--- config.mk ---
export PLATFORM = sky130hd
export DESIGN_NAME = serial_sub
export DESIGN_NICKNAME = d
export VERILOG_FILES = /design/src/rtl/serial_sub_pkg.sv /design/src/rtl/full_sub1.sv /design/src/rtl/serial_sub.sv
export SDC_FILE = /design/constraint.sdc
export NUM_CORES = 1
export LEC_CHECK = 0
export ABC_AREA = 1
export ABC_CLOCK_PERIOD_IN_PS = 1390
export BUFFER_PORTS_ARGS = -buffer_cell sky130_fd_sc_hd__buf_2
export CAP_MARGIN = 5
export CORE_UTILIZATION = 53
export CTS_CLUSTER_DIAMETER = 50
export CTS_CLUSTER_SIZE = 25
export DETAILED_ROUTE_END_ITERATION = 12
export PLACE_DENSITY_LB_ADDON = 0.15
export RECOVER_POWER = 50
export SKIP_LAST_GASP = 1
export SYNTH_ARGS = -nofsm -noshare
export SYNTH_HDL_FRONTEND = slang
export SYNTH_SLANG_ARGS = --single-unit
--- constraint.sdc ---
create_clock -name clk -period 1.39 [get_ports clk]
set_clock_uncertainty 0.05 [all_clocks]
set_input_delay 0 -clock clk [delete_from_list [all_inputs] [get_ports clk]]
set_output_delay 0 -clock clk [all_outputs]
set_load 0.03 [all_outputs]
--- src/rtl/serial_sub_pkg.sv ---
// serial_sub_pkg: state encoding and default width shared by the serial subtractor.
package serial_sub_pkg;
    localparam int DEF_W = 4;
    typedef enum logic [1:0] {IDLE = 2'd0, SHIFT = 2'd1, DONE = 2'd2} state_t;
endpackage

--- src/rtl/full_sub1.sv ---
// full_sub1: 1-bit combinational full subtractor, diff = x - y - bi.
module full_sub1 (
    input  logic x,
    input  logic y,
    input  logic bi,
    output logic diff,
    output logic bo
);
    assign diff = x ^ y ^ bi;
    assign bo   = (~x & y) | (~(x ^ y) & bi);
endmodule

--- src/rtl/serial_sub.sv ---
// serial_sub: bit-serial W-bit subtractor d = a - b - bin, LSB first, start/busy/done handshake.
// Defining SERIAL_SUB_OVF_EN adds a registered signed-overflow output ovf.
module serial_sub
    import serial_sub_pkg::*;
#(
    parameter int W  = DEF_W,
    parameter int CW = $clog2(W + 1)
) (
    input  logic         clk,
    input  logic         reset,
    input  logic         start,
    input  logic [W-1:0] a,
    input  logic [W-1:0] b,
    input  logic         bin,
    output logic         busy,
    output logic         done,
    output logic [W-1:0] d,
    output logic         bout
`ifdef SERIAL_SUB_OVF_EN
    ,
    output logic         ovf
`endif
);
    state_t        r_state, w_next;
    logic [W-1:0]  r_sa, r_sb, r_sr, w_sr_nxt;
    logic [CW-1:0] r_cnt;
    logic          r_br, w_x, w_bo, w_last, w_accept;
`ifdef SERIAL_SUB_OVF_EN
    logic          r_am, r_bm;
`endif

    full_sub1 u_fs (.x(r_sa[0]), .y(r_sb[0]), .bi(r_br), .diff(w_x), .bo(w_bo));

    assign w_last   = r_cnt == CW'(W - 1);
    assign w_accept = (r_state == IDLE) && start;
    assign w_sr_nxt = W'({w_x, r_sr} >> 1);
    assign busy     = r_state == SHIFT;
    assign done     = r_state == DONE;

    always_comb begin
        w_next = (r_state == IDLE)  ? (start ? SHIFT : IDLE) :
                 (r_state == SHIFT) ? (w_last ? DONE : SHIFT) : IDLE;
    end

    always_ff @(posedge clk or posedge reset) begin
        if (reset) r_state <= IDLE;
        else       r_state <= w_next;
    end

    // d/bout only update on the final shift edge so the old result stays visible
    always_ff @(posedge clk or posedge reset) begin
        if (reset) begin
            r_sa  <= '0;
            r_sb  <= '0;
            r_sr  <= '0;
            r_br  <= 1'b0;
            r_cnt <= '0;
            d     <= '0;
            bout  <= 1'b0;
`ifdef SERIAL_SUB_OVF_EN
            r_am  <= 1'b0;
            r_bm  <= 1'b0;
            ovf   <= 1'b0;
`endif
        end else if (w_accept) begin
            r_sa  <= a;
            r_sb  <= b;
            r_br  <= bin;
            r_cnt <= '0;
`ifdef SERIAL_SUB_OVF_EN
            r_am  <= a[W-1];
            r_bm  <= b[W-1];
`endif
        end else if (r_state == SHIFT) begin
            r_sa  <= r_sa >> 1;
            r_sb  <= r_sb >> 1;
            r_sr  <= w_sr_nxt;
            r_br  <= w_bo;
            r_cnt <= r_cnt + 1'b1;
            if (w_last) begin
                d    <= w_sr_nxt;
                bout <= w_bo;
`ifdef SERIAL_SUB_OVF_EN
                ovf  <= (r_am ^ r_bm) & (r_am ^ w_x);
`endif
            end
        end
    end
endmodule

---- After elaboration in Yosys (flattened, before gate mapping) ----
Cells that the tools add are included.
word-level totals
  bits in registers ....................... 23
  bits of input ports ..................... 12
  output and inout bits ................... 7
  logic and storage cells ................. 37
operators by class
  $add $sub $neg .......................... 1
  equal/unequal tests ..................... 3
  multiplexer cells ....................... 12
  bitwise logic cells ..................... 8
  reductions and logical operators ........ 5
operators by type and width
  cell                                           count
  2-to-1 mux 4 bit                               4
  2-to-1 mux 2 bit                               3
  2-to-1 mux 3 bit                               2
  adder 3 x 1 -> 3 bit, second input constant    1
  == test 3 x 2 -> 1 bit, second input constant  1
  2-to-1 mux 1 bit                               3
  NOT 1 bit                                      3
  AND reduction 3 bit                            1
  AND 1 bit                                      2
  == test 2 x 1 -> 1 bit, second input constant  1
  == test 2 bit, second input constant           1
  logical NOT 2 bit                              1
  AND reduction 2 bit                            1
  nonzero test 2 bit                             1
  XOR 1 bit                                      2
  logical AND 1 bit                              1
  OR 1 bit                                       1

---- Longest topological paths before layout ----
Gate-level depths: netlist (run 1).
  depth after elaboration ................. 6
  mapped depth ............................ 6
  gate-level depth less buffers ........... 6

---- Modules after synthesis ----
From an unflattened synthesis (run 1), not the netlist that was laid out.
second synthesis, totals
  cells, all modules ...................... 108
  area total of the unflattened synthesis .. 1023.5 µm²
modules (own cells, without submodules)
  module      times used  cells each  area each (µm²)  seq. area each (µm²)
  serial_sub  1           104         992.2            550.5
  full_sub1   1           4           31.3             0.0

---- Worst setup path before layout (run 1) ----
OpenSTA, ideal clock, no wires.
  kind .................................... register to register
  from .................................... reg r_cnt[0]
  to ...................................... reg d[3]
  library setup time ...................... 0.118 ns
  data arrival time ....................... 0.981 ns
  setup slack ............................. 0.242 ns
  stages on the path, launching flop included .. 7
  path buffers ............................ 0
  cell sequence ........................... dfrtp_1 -> ha_1 -> ha_1 -> inv_1 -> nor2_4 -> nand2_1 -> nand2_1
between the ends
  cells in the longest elaborated chain, start to end .. 2
ends and longest elaborated chain
  what                           line              RTL
  from (decl)                    serial_sub.sv:26  logic [CW-1:0] r_cnt;
  from (signal assigned)         serial_sub.sv:79  r_cnt <= r_cnt + 1'b1;
  == test 3 x 2 -> 1 bit         serial_sub.sv:34  assign w_last = r_cnt == CW'(W - 1);
  AND reduction 3 bit (no line)  --
  to (signal assigned)           serial_sub.sv:81  d <= w_sr_nxt;
  to (decl)                      serial_sub.sv:17  output logic [W-1:0] d,
Every way passes these cells.
A chain may end at the register's enable or synchronous reset.

---- Worst setup path in the final report (run 1) ----
  from .................................... reg r_state[0]
  to ...................................... out busy
between the ends
  cells in the longest elaborated chain, start to end .. 1
ends and longest elaborated chain
  what                    line              RTL
  from (decl)             serial_sub.sv:24  state_t r_state, w_next;
  from (signal assigned)  serial_sub.sv:47  else r_state <= w_next;
  == test 2 x 1 -> 1 bit  serial_sub.sv:37  assign busy = r_state == SHIFT;
  to (decl)               serial_sub.sv:15  output logic busy,
Every way passes these cells.

==> summary.md, run 1 <==
| Metric | Value |
|---|---|
| Outcome | completed |
| Core Util, Final | 72.5% |
| Critical path depth in cells | 3 |
| Number of different library cells in the post-synthesis netlist | 19 |
| Share of the cycle needed by the critical path after routing | 93.5% |
| I/O pin count | 19 |
| Total chip power | 0.00270 W |
| Tmin final | 1300 ps |
| Die Span X | 45.9 um |
| Number of nets produced by synthesis | 123 |
| Die extent in y | 45.9 um |
| Startpoint of the lowest-slack register-to-register path | r_state[0]$_DFF_PP0_ |
| Unrepaired setup endpoints after global routing | false |
| Flop and latch count out of synthesis | 22 |
| Number of rows in the core area | 15 |
| Cell at the root of the clock tree | sky130_fd_sc_hd__clkbuf_4 |
| Sequential fraction of the synthesis area | 53.8% |
| Highest ir drop seen on vdd | 1.15 mV |
| Fraction of synthesized cell area in xor and xnor cells | 0% |
| Clock-pin slew on the worst setup and hold paths | 120 ps |
| Number of max-cap violations | 0 |
| Average instance area after synthesis | 9.48 sq um |
| Antenna fix cells | 0 |
| Setup crit start kind | flip-flop |
| Clock latency at the later pin of the worst-skew pair | 310 ps |
| Non-filler cells, final | 166 |
| Main combinational cell family by area after synthesis | simple AND/OR/NAND/NOR gates |
| CP bufs+invs | 2 |
| Cells on worst reg2reg path | 3 |
| Worst path slowest cell | sky130_fd_sc_hd__dfrtp_1 |
| Maximum number of pins on one net before global-route repair | 23 |
| Final Setup Violations | 0 |
| Remaining design rule violation count | 0 |
| Total Routed Length | 1.86 mm |
| Hold crit path type | in -> async |
| Global-route wire length before repair | 3.18 mm |
| Total via count in the routed design | 809 |
| Post-detailed-route count of antenna-violating nets | 0 |
| Post-synthesis compound-gate area fraction | 3.30% |
| Summed instance area of the synthesized netlist | 1020 sq um |
| TritonCTS Buffers | 3 |
| CP max stage delay | 490 ps |
| Post-synthesis cell type with the largest combined area | sky130_fd_sc_hd__dfrtp_1 |
| Count of final hold-check violations | 0 |
| Layout Area Growth over Synthesis | 24.9% |
| Crit end category | output pin |
| Count of mapped cells out of synthesis | 108 |
| Starting DRT DRC Count | 6 |
| CP Launch Point | r_state[0]$_DFF_PP0_ |
| Cells taking the most area after synthesis | sky130_fd_sc_hd__dfrtp_1 54%, sky130_fd_sc_hd__nand2_1 14%, sky130_fd_sc_hd__nand3_2 5.9%, sky130_fd_sc_hd__nand3_1 4.9%, sky130_fd_sc_hd__nand2_2 3.7% |
| Overall fraction of global-route tracks in use | 21.9% |
| Clock tree from TritonCTS | done |
| Pwr/cell area | 2110 nW/um^2 |
| Count of port buffers added during placement | 18 |
| Critical path cell sequence | nand2_4, inv_4, clkbuf_4 |
| Placed Cells incl. Taps | 151 |
| Final HPWL from detailed placement | 1.24 mm |
| Signal arrival time at the worst endpoint | 1250 ps |
| Worst max-slew margin expressed relative to the limit | 65.4% |
| Initial Util | 58.0% |
| Via count of the first global-routing pass | 762 |
| Multiplexer area fraction after synthesis | 0% |
| Yosys synthesis warning count | 0 |
| # nets final | 157 |
| Global route overflow | 0 |
| Crit path max-delay family | flip-flops |
| Maximum level of the CTS H-tree | 1 |
| Data required, critical path | 1340 ps |
| Simple-gate portion of the synthesized area | 31.9% |
| Longest Clk Path Bufs | 2 |
| Filler Cell Count | 156 |
| Critical path class | reg -> out |
| Leakage | 0.676 nW |
| Biggest fanout along the worst timing path | 8 |
| Total count of max-transition violations in the final report | 0 |
| Overall die area | 2110 sq um |
| Clock Sinks | 22 |
| Routed length per instance | 11.2 um |
| Adder-Cell Fraction of Synth Area | 4.40% |
| Antenna violations before repair | 0 |
| Detailed Routing Iterations Pass 1 | 4 |
| Area of the core | 1760 sq um |
| Last weighted congestion value of the routability-driven placer | 0.749 |
| Area share of the largest cell type after synthesis | 53.8% |
| Share of final-layout standard cells stronger than drive strength 1 | 28.4% |
| Worst Tran Pin Value | 519 ps |
| Maximum achievable frequency | 770 MHz |
| Setup_tns | 0 ps |
| Vias per cell | 4.87 |
metal layers:
layer  track usage (%)  part of all wire [%]  wire [um]
met1              25.8                    44        818
met2              37.2                    51        952
met3              3.57                   2.7         51
met4              12.4                   2.0         38
met5                 0                     0          0
kinds of logic (layout without fill, tap and decap cells):
logic type	Yosys count	after routing
simple gates	65	65
flops	22	22
buf+inv	12	45
compound gates	6	6
fa+ha+maj	3	3
area by class of cell:
cell class / count / area, sq um / share of cell area (%)
timing repair buffer: 32 / 219 / 17.1
sequential: 22 / 551 / 43.1
clock buffer: 4 / 36.3 / 2.84
tap: 25 / 31.3 / 2.45
inverter: 9 / 36.3 / 2.84
multi-input combinational: 74 / 405 / 31.7
registers in the layout (all words and copies together) (netlist names):
register and cells:
r_br 1, r_cnt 3, d 4, r_sa 4
r_sr 3, bout 1, r_sb 4, r_state 2
what timing repair did:
action	4_1_cts	5_1_grt
setup endpoints to repair	0	1
hold endpoints to repair	31	0
hold buffers	11	0
gates resized for setup	0	2
setup buffers	0	0
worst register-to-register path: stages, from the launching register on:
cell and delay (ps):
sky130_fd_sc_hd__dfrtp_1 480, sky130_fd_sc_hd__nor2_2 370, sky130_fd_sc_hd__nand3_1 180, sky130_fd_sc_hd__nand3_2 110
metrics by stage:
step / setup slack [ps] / cell area (sq um) / hold WS, ps
after floorplan: 242 / 1020 / -60.8
after global placement: 204 / 1140 / -8.57
after detailed placement: 179 / 1140 / -4.43
after global routing: 14.9 / 1280 / 368
after CTS: 21.6 / 1280 / 198
final: 90.9 / 1280 / 278
cells in the mapped netlist:
cell type,count
sky130_fd_sc_hd__nand3_2,6
sky130_fd_sc_hd__nand2_4,1
sky130_fd_sc_hd__buf_12,1
sky130_fd_sc_hd__nor2_4,1
sky130_fd_sc_hd__nor2_1,1
sky130_fd_sc_hd__ha_1,2
sky130_fd_sc_hd__o21ai_0,4
sky130_fd_sc_hd__buf_4,1
sky130_fd_sc_hd__clkbuf_1,1
sky130_fd_sc_hd__nand2_2,6
sky130_fd_sc_hd__nand3_1,10
sky130_fd_sc_hd__o21ai_1,1
sky130_fd_sc_hd__inv_4,1
sky130_fd_sc_hd__inv_1,8
sky130_fd_sc_hd__dfrtp_1,22
sky130_fd_sc_hd__nand2_1,39
sky130_fd_sc_hd__fa_1,1
sky130_fd_sc_hd__o21ai_2,1
sky130_fd_sc_hd__nor2_2,1
worst paths after layout:
check / endpoint / slack [ps]
worst min register to register: d[1]$_DFFE_PP0P_ / 430
worst min-delay path: r_sb[3]$_DFFE_PP0P_ / 280
worst max register to register: r_br$_DFFE_PP0P_ / 150
max in group asynchronous: r_state[1]$_DFF_PP0_ / 670
worst max-delay path: busy / 90
min in group clk: r_sa[3]$_DFFE_PP0P_ / 400
cell usage in the layout (no fill, tap or decap), types with 2 or more instances in the layout:
cell type,instances
sky130_fd_sc_hd__nand2_2,6
sky130_fd_sc_hd__ha_1,2
sky130_fd_sc_hd__inv_1,7
sky130_fd_sc_hd__clkbuf_1,3
sky130_fd_sc_hd__clkbuf_4,4
sky130_fd_sc_hd__buf_4,2
sky130_fd_sc_hd__nand3_2,6
sky130_fd_sc_hd__nand3_1,10
sky130_fd_sc_hd__dfrtp_1,22
sky130_fd_sc_hd__buf_2,14
sky130_fd_sc_hd__dlygate4sd3_1,11
sky130_fd_sc_hd__nand2_1,39
sky130_fd_sc_hd__o21ai_0,4
report_power, final:
part / internal (W) / total [W] / switching (W)
clock: 0.000160 / 0.000357 / 0.000197
sequential: 0.000922 / 0.00110 / 0.000181
combinational: 0.000441 / 0.00124 / 0.000795
total: 0.00152 / 0.00270 / 0.00117
No activity file was read; power rests on OpenSTA's default activity.
==> run 2, diff against run 1 <==
- PLACE_DENSITY: default -> 0.75
- PLACE_DENSITY_LB_ADDON: 0.15 -> default
- SETUP_SLACK_MARGIN: default -> 0.4
==> run 2 against run 1 <==
Net effect:
- combinational power rose by 96%
- critical path depth rose by 1
- sequential share of layout area fell by 9.4 points
- global-route usage rose by 5.0 points
- final cell count rose by 10%
- worst setup slack got worse by 37 ps
- total power rose by 49%
- hold slack got worse by 270 ps
- maximum frequency fell by 2.8%
- count of clock-buffer cells in the layout did not move
- first-iteration DRC count rose to 5.2 times the previous value
- die area did not move
- critical path type is now reg -> reg
- largest cell class is now multi-input combinational cells
- largest power group unchanged
==> summary.md, run 2 (synthesis gave the netlist of run 1 again) <==
| Metric | Value |
|---|---|
| Outcome | completed |
| Worst max-slew margin expressed relative to the limit | 62.7% (-2.6 points) |
| Instance area after placement | 1170 sq um (+2.9%) |
| Die extent in y | 45.9 um (unchanged) |
| Vias per cell | 5.49 (+13%) |
| Share of the cycle needed by the critical path after routing | 96.1% (+2.7 points) |
| Clock tree from TritonCTS | done |
| Pwr/cell area | 2450 nW/um^2 (+16%) |
| Maximum number of pins on one net before global-route repair | 23 (unchanged) |
| Overall fraction of global-route tracks in use | 26.9% (+5.0 points) |
| Cells on worst reg2reg path | 4 (+1) |
| Internal power contribution | 0.00221 W (+45%) |
| Maximum achievable frequency | 748 MHz (-2.8%) |
| Gate power share | 60.7% (+15 points) |
| Global-route wire length before repair | 3.83 mm (+20%) |
| Setup_tns | 0 ps (unchanged) |
| Setup crit start kind | flip-flop |
| Worst Tran Pin Value | 559 ps (+39.5 ps) |
| Last weighted congestion value of the routability-driven placer | 0.708 (-5.4%) |
| TritonCTS Buffers | 3 (unchanged) |
| Signal arrival time at the worst endpoint | 1520 ps (+270 ps) |
| Total Routed Length | 3.31 mm (+78%) |
| Switch Pwr | 0.00180 W (+54%) |
| # nets final | 174 (+11%) |
| Layout Area Growth over Synthesis | 60.3% |
| Final Setup Violations | 0 (unchanged) |
| Switching part of the total power | 44.9% (+1.4 points) |
| Hold crit path type | in -> reg |
| Count of final hold-check violations | 0 (unchanged) |
| Commonest cells after routing, fill and taps aside | 26 x sky130_fd_sc_hd__nand2_1, 21 x sky130_fd_sc_hd__dfrtp_1, 12 x sky130_fd_sc_hd__buf_6, 12 x sky130_fd_sc_hd__buf_2, 11 x sky130_fd_sc_hd__dlygate4sd3_1 |
| Worst hold endpoint | r_sa[3]$_DFFE_PP0P_ |
| Maximum level of the CTS H-tree | 1 (unchanged) |
| Detailed Routing Iterations Pass 1 | 4 (unchanged) |
| Cell at the root of the clock tree | sky130_fd_sc_hd__clkbuf_4 |
| Share of final-layout standard cells stronger than drive strength 1 | 54.4% (+26 points) |
| Post-detailed-route count of antenna-violating nets | 0 (unchanged) |
| Clock latency at the later pin of the worst-skew pair | 320 ps (about the same) |
| Final HPWL from detailed placement | 1.24 mm (-0.21%) |
| Global route overflow | 0 (unchanged) |
| Registers with the most flip-flops | d x4, r_sa x4, r_sb x4 |
| Most common cell after layout, fill and taps aside | sky130_fd_sc_hd__nand2_1 |
| Data required, critical path | 1570 ps (+230 ps) |
| Longest Clk Path Bufs | 2 (unchanged) |
| Remaining design rule violation count | 0 (unchanged) |
| Number of max-cap violations | 0 (unchanged) |
| Clock share of power | 9.1% (-4.1 points) |
| Starting DRT DRC Count | 31 (+25) |
| Count of port buffers added during placement | 18 (unchanged) |
| Tmin final | 1340 ps (+37.0 ps) |
| Routed length per instance | 18.1 um (+61%) |
| Via count of the first global-routing pass | 838 (+10%) |
| Highest ir drop seen on vdd | 1.76 mV (+53%) |
| Die Span X | 45.9 um (unchanged) |
| Initial Util | 58.0% (unchanged) |
| Startpoint of the lowest-slack register-to-register path | r_br$_DFFE_PP0P_ |
| Antenna violations before repair | 0 (unchanged) |
| Unrepaired setup endpoints after global routing | true |
| I/O pin count | 19 (unchanged) |
| Total count of max-transition violations in the final report | 0 (unchanged) |
| Clock Sinks | 22 (unchanged) |
| Share of total power in sequential cells | 30.2% (-11 points) |
| Internal reg-to-reg setup slack | 50 ps (-100 ps) |
| Area of the core | 1760 sq um (unchanged) |
| Launch point of the worst hold path | start |
| Number of rows in the core area | 15 (unchanged) |
| Biggest fanout along the worst timing path | 2 (-6) |
| Capturing point of the worst reg2reg path | r_sr[3]$_DFFE_PP0P_ |
| Hold WS | 4.05 ps (-274 ps) |
| Overall die area | 2110 sq um (unchanged) |
| Leakage | 0.860 nW (+27%) |
| Core Util, Final | 93.0% (+20 points) |
| Crit end category | flip-flop |
| Antenna fix cells | 0 (unchanged) |
| Number of instances on the worst hold path | 3 |
| Clock-pin slew on the worst setup and hold paths | 120 ps (about the same) |
| Final instance area | 1640 sq um (+28%) |
| Critical path class | reg -> reg |
| Total via count in the routed design | 1004 (+24%) |
-- run 2: final cells by class --
class                           instances  area, sq um
Clock buffer                            4         36.3
Fill cell                              58          124
Inverter                                9         41.3
Multi-Input combinational cell         74          558
Sequential cell                        22          552
Tap cell                               25         31.3
Timing Repair Buffer                   49          422
-- run 2: worst max-delay path, stage by stage, from the launching register on --
cell and delay (ps):
sky130_fd_sc_hd__dfrtp_1 380, sky130_fd_sc_hd__inv_2 50, sky130_fd_sc_hd__fa_1 580, sky130_fd_sc_hd__nand2_1 70, sky130_fd_sc_hd__o21ai_1 120
-- run 2: how the worst max path moves through the flow --
stage	startpoint	end	slack [ps]	cells past startpoint
2_1_floorplan	r_br$_DFFE_PP0P_	r_sr[3]$_DFFE_PP0P_	250	4
3_5_place_dp	r_state[1]$_DFF_PP0_	d[1]$_DFFE_PP0P_	130	6
4_1_cts	r_sb[0]$_DFFE_PP0P_	r_sr[3]$_DFFE_PP0P_	190	4
5_1_grt	r_br$_DFFE_PP0P_	r_sr[3]$_DFFE_PP0P_	40	4
6_report	r_br$_DFFE_PP0P_	r_sr[3]$_DFFE_PP0P_	50	4
3_3_place_gp	r_state[1]$_DFF_PP0_	d[3]$_DFFE_PP0P_	140	6
-- run 2: power by group through the flow --
| stage | clock [W] | combinational [W] | sequential, W |
|---|---|---|---|
| floorplan | 0 | 0.000946 | 0.00124 |
| global placement | 0 | 0.00126 | 0.00112 |
| detailed placement | 0 | 0.00129 | 0.00113 |
| CTS | 0.000352 | 0.00194 | 0.00114 |
| global route | 0.000396 | 0.00257 | 0.00123 |
| finish | 0.000367 | 0.00243 | 0.00121 |
-- run 2: what timing repair did --
item / 4_1_cts / 5_1_grt
endpoints found under the hold margin: 32 / 0
cloned: 2 / 0
buffers inserted: 11 / 4
hold buffers: 11 / 0
resized for setup: 32 / 28
pin swaps: 13 / 11
setup endpoints to repair: 23 / 25
-- run 2: metal layers --
layer	vias up	global-route usage, %	part of all wire [%]
met3	11	2.78	6.5
met1	497	31.3	37
met5	-	0	0
li1	440	-	-
met2	56	48.2	53
met4	0	13.5	3.1
-- run 2: per-stage QoR --
stage          setup slack, ps  cells  total power, W
2_1_floorplan              254    108         0.00218
3_3_place_gp               138    151         0.00238
3_5_place_dp               129    151         0.00243
4_1_cts                    187    179         0.00343
5_1_grt                   41.4    183         0.00419
6_report                  53.9    183         0.00401
